===== src/rtl/phi_position_sweep_scheduler.sv =====
// Sweeps one shared quarter-integer position classifier lane across all
// oscillators. It captures class/stability per oscillator, tracks catastrophe
// dwell, and hands escape requests (floor(n)+0.5 targets) to the n-update logic.
module phi_position_sweep_scheduler #(
  parameter int WIDTH           = 18,
  parameter int FRAC            = 14,
  parameter int NUM_OSCILLATORS = 21,
  parameter int LANE_LAT        = 2,
  parameter int DWELL_W         = 4,
  parameter int DWELL_THRESH    = 3
) (
  input  logic                             clk,
  input  logic                             rst_n,
  input  logic                             i_clk_en,
  input  logic                             i_start,
  input  logic [NUM_OSCILLATORS*WIDTH-1:0] i_n_packed,
  output logic [WIDTH-1:0]                 o_lane_n,
  input  logic [1:0]                       i_lane_class,
  input  logic [WIDTH-1:0]                 i_lane_stability,
  output logic [NUM_OSCILLATORS*2-1:0]     o_class_table,
  output logic [NUM_OSCILLATORS*WIDTH-1:0] o_stability_table,
  output logic [4:0]                       o_catastrophe_count,
  output logic                             o_esc_valid,
  input  logic                             i_esc_ready,
  output logic [4:0]                       o_esc_idx,
  output logic [WIDTH-1:0]                 o_esc_target,
  output logic                             o_busy,
  output logic                             o_sweep_done
);
  // 5-bit index/count ports cover up to 31 oscillators
  localparam int IDX_W = 5;
  localparam logic [WIDTH-1:0] FMASK = ~WIDTH'((1 << FRAC) - 1);
  localparam logic [WIDTH-1:0] HALF  = WIDTH'(1 << (FRAC - 1));

  typedef enum logic [1:0] {S_IDLE, S_ISSUE, S_DRAIN, S_REPORT} state_t;

  state_t r_state, w_state_nxt;
  logic [IDX_W-1:0]                          r_idx;
  logic [WIDTH-1:0]                          r_lane_n;
  logic [LANE_LAT-1:0]                       r_vld_pipe;
  logic [LANE_LAT-1:0][IDX_W-1:0]            r_idx_pipe;
  logic [LANE_LAT-1:0][WIDTH-1:0]            r_n_pipe;
  logic [NUM_OSCILLATORS-1:0][1:0]           r_class;
  logic [NUM_OSCILLATORS-1:0][WIDTH-1:0]     r_stab;
  logic [NUM_OSCILLATORS-1:0][DWELL_W-1:0]   r_dwell;
  logic [NUM_OSCILLATORS-1:0][WIDTH-1:0]     r_target;
  logic [NUM_OSCILLATORS-1:0]                r_pending;
  logic [IDX_W-1:0]                          r_tally;
  logic [IDX_W-1:0]                          r_count;
  logic                                      r_done;

  logic [NUM_OSCILLATORS-1:0][WIDTH-1:0]     w_n_arr;
  logic                                      w_last, w_cap, w_cap3, w_pend_any, w_xfer;
  logic                                      w_drain_busy;
  logic [IDX_W-1:0]                          w_cap_idx, w_sel, w_tally_nxt;
  logic [WIDTH-1:0]                          w_cap_n;
  logic [DWELL_W-1:0]                        w_dwell_cur, w_dwell_inc;

  assign w_n_arr     = i_n_packed;
  assign w_last      = (r_idx == IDX_W'(NUM_OSCILLATORS - 1));
  assign w_cap       = i_clk_en && r_vld_pipe[LANE_LAT-1];
  assign w_cap_idx   = r_idx_pipe[LANE_LAT-1];
  assign w_cap_n     = r_n_pipe[LANE_LAT-1];
  assign w_cap3      = w_cap && (i_lane_class == 2'd3);
  assign w_dwell_cur = r_dwell[w_cap_idx];
  assign w_dwell_inc = (w_dwell_cur == '1) ? w_dwell_cur : w_dwell_cur + 1'b1;
  assign w_pend_any  = |r_pending;
  assign w_xfer      = i_clk_en && (r_state == S_REPORT) && w_pend_any && i_esc_ready;
  assign w_tally_nxt = r_tally + IDX_W'(w_cap3);

  // Entries still in flight after this edge; the tail is captured on it
  always_comb begin
    w_drain_busy = 1'b0;
    for (int i = 0; i < LANE_LAT - 1; i++) w_drain_busy = w_drain_busy | r_vld_pipe[i];
  end

  // Lowest pending oscillator wins the escape channel
  always_comb begin
    w_sel = '0;
    for (int i = NUM_OSCILLATORS - 1; i >= 0; i--)
      if (r_pending[i]) w_sel = IDX_W'(i);
  end

  // State register, frozen while clk_en is low
  always_ff @(posedge clk or negedge rst_n) begin
    if (!rst_n)        r_state <= S_IDLE;
    else if (i_clk_en) r_state <= w_state_nxt;
  end

  // Next-state logic
  always_comb begin
    w_state_nxt = r_state;
    case (r_state)
      S_IDLE:   if (i_start)       w_state_nxt = S_ISSUE;
      S_ISSUE:  if (w_last)        w_state_nxt = S_DRAIN;
      S_DRAIN:  if (!w_drain_busy) w_state_nxt = S_REPORT;
      S_REPORT: if (!w_pend_any)   w_state_nxt = S_IDLE;
      default:                     w_state_nxt = S_IDLE;
    endcase
  end

  // Outputs decoded from state and pending set
  always_comb begin
    o_busy       = (r_state != S_IDLE);
    o_esc_valid  = (r_state == S_REPORT) && w_pend_any;
    o_esc_idx    = o_esc_valid ? w_sel : '0;
    o_esc_target = o_esc_valid ? r_target[w_sel] : '0;
  end

  assign o_lane_n            = r_lane_n;
  assign o_class_table       = r_class;
  assign o_stability_table   = r_stab;
  assign o_catastrophe_count = r_count;
  assign o_sweep_done        = r_done;

  // Issue index and registered lane drive
  always_ff @(posedge clk or negedge rst_n) begin
    if (!rst_n) begin
      r_idx    <= '0;
      r_lane_n <= '0;
    end else if (i_clk_en) begin
      if (r_state == S_ISSUE) begin
        r_idx    <= w_last ? '0 : r_idx + 1'b1;
        r_lane_n <= w_n_arr[r_idx];
      end else begin
        r_idx <= '0;
      end
    end
  end

  // Tag pipeline: carries index and issued n alongside the classifier latency
  always_ff @(posedge clk or negedge rst_n) begin
    if (!rst_n) begin
      r_vld_pipe <= '0;
      r_idx_pipe <= '0;
      r_n_pipe   <= '0;
    end else if (i_clk_en) begin
      r_vld_pipe[0] <= (r_state == S_ISSUE);
      r_idx_pipe[0] <= r_idx;
      r_n_pipe[0]   <= w_n_arr[r_idx];
      for (int i = 1; i < LANE_LAT; i++) begin
        r_vld_pipe[i] <= r_vld_pipe[i-1];
        r_idx_pipe[i] <= r_idx_pipe[i-1];
        r_n_pipe[i]   <= r_n_pipe[i-1];
      end
    end
  end

  // Result capture, dwell tracking and escape bookkeeping
  always_ff @(posedge clk or negedge rst_n) begin
    if (!rst_n) begin
      r_class   <= '0;
      r_stab    <= '0;
      r_dwell   <= '0;
      r_target  <= '0;
      r_pending <= '0;
    end else begin
      if (w_cap) begin
        r_class[w_cap_idx] <= i_lane_class;
        r_stab[w_cap_idx]  <= i_lane_stability;
        if (i_lane_class == 2'd3) begin
          r_dwell[w_cap_idx] <= w_dwell_inc;
          if (w_dwell_inc >= DWELL_W'(DWELL_THRESH)) begin
            r_pending[w_cap_idx] <= 1'b1;
            r_target[w_cap_idx]  <= (w_cap_n & FMASK) | HALF;
          end
        end else begin
          r_dwell[w_cap_idx] <= '0;
        end
      end
      if (w_xfer) begin
        r_pending[w_sel] <= 1'b0;
        r_dwell[w_sel]   <= '0;
      end
    end
  end

  // Per-sweep catastrophe tally, published when the drain completes
  always_ff @(posedge clk or negedge rst_n) begin
    if (!rst_n) begin
      r_tally <= '0;
      r_count <= '0;
    end else if (i_clk_en) begin
      if (r_state == S_IDLE && i_start) r_tally <= '0;
      else                              r_tally <= w_tally_nxt;
      if (r_state == S_DRAIN && !w_drain_busy) r_count <= w_tally_nxt;
    end
  end

  // One-cycle completion pulse as the FSM returns to IDLE
  always_ff @(posedge clk or negedge rst_n) begin
    if (!rst_n) r_done <= 1'b0;
    else        r_done <= i_clk_en && (r_state == S_REPORT) && !w_pend_any;
  end

endmodule

===== config.mk =====
export PLATFORM = sky130hd
export DESIGN_NAME = phi_position_sweep_scheduler
export DESIGN_NICKNAME = d
export VERILOG_FILES = /design/src/rtl/phi_position_sweep_scheduler.sv
export SDC_FILE = /design/constraint.sdc
export NUM_CORES = 1
export LEC_CHECK = 0
export CORE_AREA = 2 2 341 343
export DETAILED_ROUTE_END_ITERATION = 6
export DIE_AREA = 0 0 343 345
export DONT_BUFFER_PORTS = 1
export PLACE_DENSITY = 0.42
export RECOVER_POWER = 50
export SYNTH_ARGS = -nofsm -noshare
export SYNTH_HDL_FRONTEND = slang
export SYNTH_SLANG_ARGS = --single-unit

===== constraint.sdc =====
create_clock -name clk -period 4.69 [get_ports clk]
set_clock_uncertainty 0.2 [all_clocks]
set_input_delay 1.1725 -clock clk [delete_from_list [all_inputs] [get_ports clk]]
set_output_delay 1.1725 -clock clk [all_outputs]
set_load 0.05 [all_outputs]

==> impl_metrics.csv <==
group,metric,value,unit
power_and_ir_drop,p_leak,17.82,nW
routing,vias_per_cell,5.283,
worst_setup_path,path_class,"reg -> out",
routing,drt-total-wl,143800,um
cts,cts.sinks,686,
global_routing,grt_pass1_wl,200000,um
sta,holdWs,0.09266,ns
sta,grt_setup_unrepaired,"true",
sta,fmax,213.7,MHz
worst_setup_path,cp-start-kind,"flop",
placement,globalplace.congestion,1.045,
sta,slew_headroom,-194.3,%
placement,place_hpwl,104500,um
die,die_y,345,um
layout,fin_nets,3323,
synthesis,synth_flop_cell,"dfrtp_1",
synthesis,synth-compound-area-share,6.462,%
synthesis,yosys.area_share.xor_xnor,0.08290,%
die,core_area,0.1151,mm2
die,ios,872,
synthesis,synth_top_family_by_area,"multiplexers",
global_routing,grt_overflow,0,
global_routing,track_usage,23.89,%
routing,vias,23860,
synthesis,yosysWarnings,0,
die,rows,125,
global_routing,antenna_found_initial,48,
cts,cts_buffers,84,
global_routing,grt_max_degree,678,
placement,port_buffers,0,
cts,clkTransAtPathRegs,0.06,ns
sta,fin_crit,4.680,ns
synthesis,synth-simple-area-share,16.35,%
worst_setup_path,path_max_fanout,4,
synthesis,synth_edf_count,0,
power_and_ir_drop,power.density,652.2,mW/mm2
routing,ant_nets,0,
synthesis,ys_ff_latch,686,
routing,dr.pass1.iters,5,
die,die_width,343,um
sta,finalHoldViolCount,0,
cts,clockBufferDepth,3,
sta,final.setup.tns,0,ns
synthesis,synth.distinct_cells,85,
sta,final_max_slew_viol_count,880,
cts,ctsHtreeMaxLevel,3,
run_status,outcome,"finished, violations left",
routing,drt_iter0_drc,2374,
power_and_ir_drop,p_total,24.12,mW
synthesis,async_flop_share,100.0,%
synthesis,syn_avg_cell_area,10.88,um2
worst_setup_path,critical_path_required,3.32,ns
sta,fin_crit_sh,99.80,%
synthesis,ys_seq_area_share,54.16,%
placement,placed_cell_area,0.03355,mm2
layout,final_cells,4517,
routing,wl_per_cell,31.84,um
layout,drive_gt1_share,23.60,%
cts,cts_tree,"built",
routing,drc,0,
placement,place_inst,4311,
worst_setup_path,critPathArrivalTime,3.31,ns
layout,area_growth,16.67,%
run_status,violations,"capacitance limit, slew limit",
cts,clock-root-buffer,"clkbuf_16",
cts,clk_latency,0.66,ns
sta,setup_viol,0,
synthesis,synthAdderAreaFrac,0.3947,%
synthesis,syn-cell-area,0.03170,mm2
power_and_ir_drop,peakVddDrop,0.5031,mV
synthesis,synthMuxAreaShare,19.22,%
synthesis,syn_inst,2914,
die,die_area,0.1183,mm2
sta,tightest_slew,4.415,ns
layout,finalInstanceArea,0.03698,mm2
die,initial_utilization,27.54,%
global_routing,grt_pass1_vias,23920,
job,cap_violations,9,
worst_setup_path,end_kind,"output pin",
worst_hold_path,hold_path_class,"in -> async",
## layout by cell type (no fill, tap or decap), drive strengths merged, types with 8 or more instances in the layout
cell type,n
a2111oi,9
a211oi,8
a21oi,95
a22oi,62
and3,22
buf,105
clkbuf,129
clkinv,20
conb,13
dfrtp,686
diode,19
ha,10
inv,28
mux2,266
mux2i,48
mux4,114
nand2,898
nand2b,12
nand3,22
nor2,191
nor3,24
nor4,9
o21ai,28
o22ai,35
or2,17
## kinds of logic (layout without fill, tap and decap cells)
family                     after synthesis  after routing
muxes                                  428            428
DFF                                    686            686
and+or+nand+nor                       1240           1240
adders and majority gates               10             10
xor gates and xnor gates                 3              3
AOI/OAI and AO/OA                      300            302
other                                    1             32
buffers and inverters                  246            292
## synth_stat cells, drive strengths merged, types with 6 or more instances
cell	count	share of area (%)
mux2i	48	1.5
nand2	898	11
nand2b	12	0.24
and2	7	0.14
a2111oi	9	0.25
or3	6	0.12
mux4	114	8.1
o21ai	27	0.43
nor2	191	2.3
nor3	24	0.81
mux2	266	9.6
or2	17	0.34
nor2b	6	0.12
o22ai	35	0.71
buf	50	1.0
a22oi	62	1.5
nand3	22	0.35
a211oi	8	0.19
inv	22	0.26
ha	10	0.39
nand4	7	0.14
nor4	9	0.22
dfrtp	686	54
a21oi	95	1.5
clkbuf	174	2.1
and3	22	0.43
## routing by layer
layer	vias up	global-route usage [%]	wire length, um
li1	9999	-	-
met5	-	0.7353	112
met2	1069	37.69	67720
met4	16	7.602	4104
met3	252	7.414	12000
met1	12530	31.08	59880
## through the flow
step | util [%] | setup WS, ns
after floorplan | - | 0.1954
after global placement | 29.15 | 0.2623
after detailed placement | 29.15 | 0.1939
after CTS | 31.97 | -0.03141
after global routing | 32.11 | -0.07887
final | 32.13 | 0.009549
## registers in the layout, indices dropped and copies added (netlist names), 5 cells and up
| register | count |
|---|---|
| r_idx | 5 |
| o_lane_n | 18 |
| o_catastrophe_count | 5 |
| w_cap_idx | 5 |
| o_stability_table | 378 |
| o_class_table | 42 |
| r_target | 105 |
| r_tally | 5 |
| r_idx_pipe | 5 |
| r_dwell | 84 |
| r_pending | 21 |
## worst paths after layout
check,start,to,slack (ns),cells after the start
worst max-delay path,r_pending[16],o_esc_target[16],0.01,7
worst min-delay path,rst_n,o_lane_n[1],0.09,0
worst max register to register,w_cap_idx[0],r_target[86],0.33,10
worst min register to register,r_target[31],r_target[31],0.28,1
max in group asynchronous,rst_n,r_idx[1],0.26,0
min in group clk,r_target[31],r_target[31],0.28,1
## area by class of cell
cell class | count | area [um2]
well taps | 1524 | 1907
fillers | 11700 | 78130
multi-input cells | 1996 | 13950
diodes | 19 | 47.55
clock buffers | 116 | 2394
flip-flops and latches | 686 | 17180
repair buffers | 120 | 1020
clock inverters | 34 | 391.6
inverters | 22 | 82.58
## worst max-delay path: stages, from the launching register on
cell and delay [ns]:
dfrtp_1 0.41, o311a_1 0.41, o41a_1 0.50, or3_1 0.51, a211oi_1 0.34, nand4b_1 0.22
a2111oi_4 0.08, buf_12 0.18
## timing repair
item | CTS | global route
hold buffers | 1 | 0
hold endpoints to repair | 10 | 0
endpoints found under the setup margin | 9 | 17
pin swaps | 17 | 15
gates cloned | 3 | 0
gates resized for setup | 51 | 31
setup buffers | 26 | 7
## power breakdown
part / internal (mW) / switching (mW) / leakage [nW]
clock network: 3.87 / 2.71 / 1.37
logic: 2.69 / 3.43 / 7.15
registers: 6.95 / 4.47 / 9.29
No activity file was read; power rests on OpenSTA's default activity.
